===== config.mk =====
export PLATFORM = sky130hd
export DESIGN_NAME = spi_iram_loader
export DESIGN_NICKNAME = d
export VERILOG_FILES = /design/src/rtl/spi_iram_loader.sv
export SDC_FILE = /design/constraint.sdc
export NUM_CORES = 1
export LEC_CHECK = 0
export ABC_AREA = 1
export CORE_UTILIZATION = 50
export CTS_CLUSTER_DIAMETER = 100
export DETAILED_ROUTE_END_ITERATION = 8
export GPL_ROUTABILITY_DRIVEN = 1
export PLACE_DENSITY = 0.86
export SYNTH_ARGS = -nofsm -noshare
export SYNTH_HDL_FRONTEND = slang
export SYNTH_SLANG_ARGS = --single-unit

===== constraint.sdc =====
create_clock -name clk -period 1.6 [get_ports clk]
set_input_delay 0.24 -clock clk [delete_from_list [all_inputs] [get_ports clk]]
set_output_delay 0.24 -clock clk [all_outputs]
set_load 0.01 [all_outputs]

===== src/rtl/spi_iram_loader.sv =====
// SPI slave boot loader for the Forth CPU instruction RAM: receives 16-bit frames
// (address first, then data), writes them to iram and arbitrates the RAM write port.
module spi_iram_loader #(
   parameter int ADDR_W    = 10,
   parameter bit BOOT_HOLD = 1'b1
) (
   input  logic              clk,
   input  logic              reset,
   input  logic              nCS,
   input  logic              SCK,
   input  logic              MOSI,
   input  logic              cpu_we,
   input  logic [ADDR_W-1:0] cpu_addr,
   input  logic [15:0]       cpu_wdata,
   output logic              ram_we,
   output logic [ADDR_W-1:0] ram_addr,
   output logic [15:0]       ram_wdata,
   output logic              cpu_hold,
   output logic              busy
);

   typedef enum logic [1:0] {IDLE, ADDR, DATA, DONE} state_t;

   state_t            state;
   logic [1:0]        ncs_sync;
   logic [1:0]        sck_sync;
   logic [1:0]        mosi_sync;
   logic              ncs_d;
   logic              sck_d;
   logic [14:0]       shreg;
   logic [3:0]        bit_cnt;
   logic [ADDR_W-1:0] addr_cnt;
   logic [15:0]       wdata;
   logic              ld_we;

   logic              ncs_s;
   logic              sck_s;
   logic              mosi_s;
   logic              sck_rise;
   logic              cs_fall;
   logic              cs_rise;
   logic              shift_en;
   logic              frame_done;
   logic [15:0]       frame;

   // Synchronisers are left unreset so a reset with nCS held low does not fake a cs_fall.
   always_ff @(posedge clk) begin
      ncs_sync  <= {ncs_sync[0], nCS};
      sck_sync  <= {sck_sync[0], SCK};
      mosi_sync <= {mosi_sync[0], MOSI};
      ncs_d     <= ncs_sync[1];
      sck_d     <= sck_sync[1];
   end

   assign ncs_s      = ncs_sync[1];
   assign sck_s      = sck_sync[1];
   assign mosi_s     = mosi_sync[1];
   assign sck_rise   = sck_s & ~sck_d;
   assign cs_fall    = ~ncs_s & ncs_d;
   assign cs_rise    = ncs_s & ~ncs_d;
   assign shift_en   = sck_rise & ~ncs_s;
   assign frame_done = shift_en && (bit_cnt == 4'd15);
   assign frame      = {shreg, mosi_s};

   // Shifter, session FSM and loader write port share one register block.
   always_ff @(posedge clk) begin
      if (reset) begin
         state    <= IDLE;
         shreg    <= '0;
         bit_cnt  <= '0;
         addr_cnt <= '0;
         wdata    <= '0;
         ld_we    <= 1'b0;
         busy     <= 1'b0;
         cpu_hold <= BOOT_HOLD;
      end else begin
         ld_we <= 1'b0;
         if (shift_en) begin
            shreg   <= frame[14:0];
            bit_cnt <= bit_cnt + 4'd1;
         end
         if (ld_we) begin
            addr_cnt <= addr_cnt + 1'b1;
         end
         case (state)
            IDLE: begin
               if (cs_fall) begin
                  state    <= ADDR;
                  busy     <= 1'b1;
                  cpu_hold <= 1'b1;
                  bit_cnt  <= '0;
               end
            end
            ADDR: begin
               if (frame_done) begin
                  addr_cnt <= frame[ADDR_W-1:0];
                  state    <= DATA;
               end
               if (cs_rise) begin
                  state   <= DONE;
                  busy    <= 1'b0;
                  bit_cnt <= '0;
               end
            end
            DATA: begin
               if (frame_done) begin
                  ld_we <= 1'b1;
                  wdata <= frame;
               end
               if (cs_rise) begin
                  state   <= DONE;
                  busy    <= 1'b0;
                  bit_cnt <= '0;
               end
            end
            DONE: begin
               cpu_hold <= 1'b0;
               state    <= IDLE;
            end
            default: state <= IDLE;
         endcase
      end
   end

   // Loader owns the port while the CPU is held; otherwise zero-latency pass-through.
   always_comb begin
      ram_we    = cpu_we;
      ram_addr  = cpu_addr;
      ram_wdata = cpu_wdata;
      if (cpu_hold) begin
         ram_we    = ld_we;
         ram_addr  = addr_cnt;
         ram_wdata = wdata;
      end
   end

endmodule


Yosys cells after proc, flatten, opt, wreduce, memory -nomap -nowiden
Cells that the tools add are included.
{ "totals": {"rom_bits": 0, "input_bits": 32, "wordCells": 61, "latch_bits": 0, "ff_bits": 58, "n_memories": 0, "mem_bits_rw": 0} }
{ "classes": {"addsub": 2, "bitwise": 8, "reduce_logical": 10, "shifts": 0, "n_mux": 20, "n_lt_le_gt_ge": 0, "div": 0, "n_mul": 0, "n_eq_ne": 8} }
{ "op_table": {"columns": ["op", "n"], "rows": [
  ["10-bit two-way mux", 4],
  ["16-bit two-way mux", 1],
  ["4-bit two-way mux", 3],
  ["10-bit by 1-bit adder with 10-bit output, second input constant", 1],
  ["2-bit two-way mux", 4],
  ["2-bit one-hot mux with 4 select lines", 1],
  ["4-bit one-hot mux with 2 select lines", 1],
  ["3-bit AND reduction", 2],
  ["4-bit by 1-bit adder with 4-bit output, second input constant", 1],
  ["1-bit bitwise AND", 4],
  ["2-bit equality test, second input constant", 2],
  ["4-bit equality test, second input constant", 1],
  ["1-bit two-way mux", 4],
  ["2-bit != test, second input constant", 2],
  ["1-bit NOT", 4],
  ["1-bit one-hot mux with 2 select lines", 2],
  ["2-bit AND reduction", 2],
  ["2-bit nonzero test", 2],
  ["2-bit OR reduction", 2],
  ["3-bit != test, second input constant", 1],
  ["2-bit by 1-bit equality test with 1-bit output, second input constant", 1],
  ["2-bit logical NOT", 1],
  ["2-bit by 1-bit != test with 1-bit output, second input constant", 1],
  ["1-bit logical AND", 1]
]} }

Logic depth before layout (Yosys ltp)
{ "logic_depth": {"depth_word": 7, "depth_mapped": 9} }

Worst setup path before layout
No wires, ideal clock.
{ "synth_path": {"path_type": "register to output", "from": "register cpu_hold", "to": "output ram_wdata[10]", "stages_incl_launch_ff": 4, "slack_ns": 0.194, "t_arrival_ns": 1.166, "cell_sequence": "dfxtp_1 buf_2 buf_2 mux2_2"} }
{ "synth_via": {"elab_chain_len": 1} }
{ "synth_rtl": {"columns": ["item", "line", "source"], "rows": [
  ["start, declared", "18", "output logic cpu_hold,"],
  ["start signal, assigned", "75", "cpu_hold <= BOOT_HOLD;"],
  ["start signal, assigned", "90", "cpu_hold <= 1'b1;"],
  ["start signal, assigned", "117", "cpu_hold <= 1'b0;"],
  ["16-bit two-way mux", "130", "if (cpu_hold) begin"],
  ["end, declared", "17", "output logic [15:0] ram_wdata,"]
]} }
Every way passes these cells.

Final worst setup path
{ "layout_path": {"from": "register cpu_hold", "to": "output ram_wdata[6]"} }
Same word-level chain as after synthesis.

==> metrics <==
Die Y between 70 and 80 µm; layout net count ~430; Power Density between 900 and 1000 mW/mm²; Max-slew headroom approximately four fifths; RR Endpoint wdata[14]; Final Cycle Share just under 100%; post-DR wirelength/cell 13.36 µm; Pre-Repair DR Iteration Count 5; antenna violations before repair 0; total grt overflow 0; Worst R2R Path Depth 8; Worst Hold End ncs_sync[1]; Post-Place Cells approximately 440; diode count 0; Ports slightly above 60; status finished clean; final antenna-violating net count 0; mapped cell area 0.002623 mm²; P_leak between 1.5 and 2 nW; CTS Sinks 58; initial DRC count 94; IO Port Bufs 60; clock root cell clkbuf_8; Worst Skew between 0.005 and 0.006 ns; Min-Delay Path Depth 0; post-DP HPWL about 4.2 mm; area grow syn2layout 35.31%; Vias 2406; first-pass GRT wire length 9.715 mm; Worst EP required between 1 and 1.5 ns; final hold vios 0; Ys Warns 0; CP Max Fanout 11; syn nets 350; DRC 0; clk buf depth 2; Worst-path clk slew roughly 0.060 ns; largest net degree at the start of global routing 22; H-tree Lvls 3; Crit. End Element primary output; synthesized flop and latch total 58; global placer's final weighted congestion between 0.8 and 0.9; Seq/Total Area, Yosys between 40% and 50%; RSZ-0062 raised after global routing true; CTS Buf Count 9; latest clock arrival within the worst-skew pair between 0.3 and 0.4 ns; TritonCTS clock tree yes; Die X approximately 74 µm; Min Hold Slack 0.3266 ns; wire length after detailed routing 6.147 mm; Worst Hold Launch ncs_sync[0]; Reg area ~0.0012 mm²; origin of the critical flop-to-flop path bit_cnt[0]; synthesized area per cell ~8.4 µm²; vias in the first global route 2258; VDD IR-drop max between 0.0007 and 0.0008 V; Site Rows 25; Total Routing Usage GR 23.33%; Core Box Area 0.004880 mm²; initial core utilization 53.74%; Fmax 0.6284 GHz; cells after synthesis ~310; CP Launch Type flip-flop; total die area 0.005538 mm²; multi-input combinational cell area around 0.0012 mm²; Max-Cap Viols 0; crit path DAT roughly 1.4 ns; worst-margin pin slew about 0.32 ns; share of cells above drive strength 1 a little over a quarter; Fillers about 360; post-DR vias/cell ~5.2; Final min period roughly 1.6 ns; Yosys cell types 30; r2r setup slk about 0.11 ns; Finished Layout Cells 460; Pins Over Slew Limit 0; critical path class flip-flop to primary output; worst hold path class flip-flop to flip-flop; Finish-stage setup viols 0
-- per-stage QoR --
step	setup slack [ns]	total power [W]	setup TNS (ns)	utilization, %	area, µm²
2_1_floorplan	0.1939	0.002053	0	-	2623
3_3_place_gp	-0.08173	0.002307	-0.3381	68.49	3342
3_5_place_dp	-0.06765	0.002344	-0.7390	68.49	3342
4_1_cts	-0.08841	0.003457	-0.08841	70.36	3433
5_1_grt	-0.007400	0.003629	-0.02577	72.72	3548
6_report	0.008602	0.003471	0	72.72	3548
-- cells in the mapped netlist, drive strengths merged --
cell type,instances,area (µm²)
nand3,11,60.06
nor2,25,116.4
xor2,4,35.03
dfxtp,58,1161
nand4,6,43.79
buf,11,77.57
ha,6,75.07
clkinv,1,3.750
o21bai,1,7.510
mux2i,1,10.01
inv,38,142.6
a31oi,3,18.77
nand2,30,120.1
a21oi,45,262.8
nor3,1,5.000
mux2,18,202.7
o21ai,45,232.7
or2,1,6.260
xnor2,3,26.28
clkbuf,4,15.01
-- critical path, stage by stage, from the launching register on --
cell	delay, ns
dfxtp_4	0.39
buf_12	0.15
mux2_2	0.35
buf_6	0.13
-- cells in the final DEF, fill, tap and decap left out, types with 2 or more instances in the layout --
master and n:
ha_1 5, buf_2 17, a21oi_1 35, a21oi_2 10, buf_12 3, clkinv_2 3, o21ai_1 8, nand4_1 5
xnor2_1 3, o21ai_0 35, dfxtp_1 55, clkbuf_1 3, nand2_2 3, o21ai_2 2, buf_4 14, clkbuf_8 10
buf_6 10, nand3_1 10, xor2_1 4, mux2_2 18, inv_1 37, a31oi_1 3, clkdlybuf4s50_1 32, nor2_4 3
dfxtp_2 2, nor2_1 22, nand2_1 27
-- routing by layer --
layer,share of wire (%),wire length (µm),up-vias,global-route usage [%]
li1,-,-,1191,-
met1,43,2641,1122,26.52
met2,49,3007,80,40.44
met3,5.5,336,13,5.420
met4,2.6,161,0,12.58
met5,0,0,-,0
-- flip-flops by register name (all words and copies together) (netlist names) --
register / cells
wdata: 16
shreg: 15
addr_cnt: 10
bit_cnt: 4
mosi_sync: 2
ncs_sync: 2
sck_sync: 2
state: 2
busy: 1
cpu_hold: 1
ld_we: 1
ncs_d: 1
sck_d: 1
-- power by group --
part	internal, W	switching [W]	leakage, nW
registers	0.00152	0.0000636	0.473
clock network	0.000597	0.000540	0.0872
logic	0.000358	0.000394	0.977
-- how the worst max path moves through the flow --
stage	startpoint	to	slack [ns]	cells past startpoint
finish	cpu_hold	ram_wdata[6]	0.009	3
global route	cpu_hold	ram_wdata[14]	-0.007	3
CTS	cpu_hold	ram_wdata[2]	-0.09	3
detailed placement	cpu_wdata[4]	ram_wdata[4]	-0.07	3
global placement	cpu_wdata[4]	ram_wdata[4]	-0.08	3
floorplan	cpu_hold	ram_wdata[10]	0.19	3
-- kinds of logic after synthesis --
group	after synthesis	share of synthesized area, %
flops	58	44.27
fa+ha+maj	6	2.863
compound gates	94	19.90
buf+inv	54	9.112
simple gates	74	13.41
mux	19	8.111
xor+xnor	7	2.338
-- cell type report --
cell class / instances / area share (%)
clock inverter: 3 / 0.4231
tap: 67 / 2.362
timing repair buffer: 80 / 20.98
multi-input combinational: 200 / 35.01
sequential: 58 / 32.90
inverter: 39 / 4.126
clock buffer: 13 / 4.196
-- what timing repair did --
action                     in CTS  in global routing
cloned                          1                  0
hold buffers                    0                  0
pin swaps                       0                  1
setup endpoints to repair      28                 29
gates resized for setup       111                 17
setup buffers                   2                  5
No activity file was read; power rests on OpenSTA's default activity.
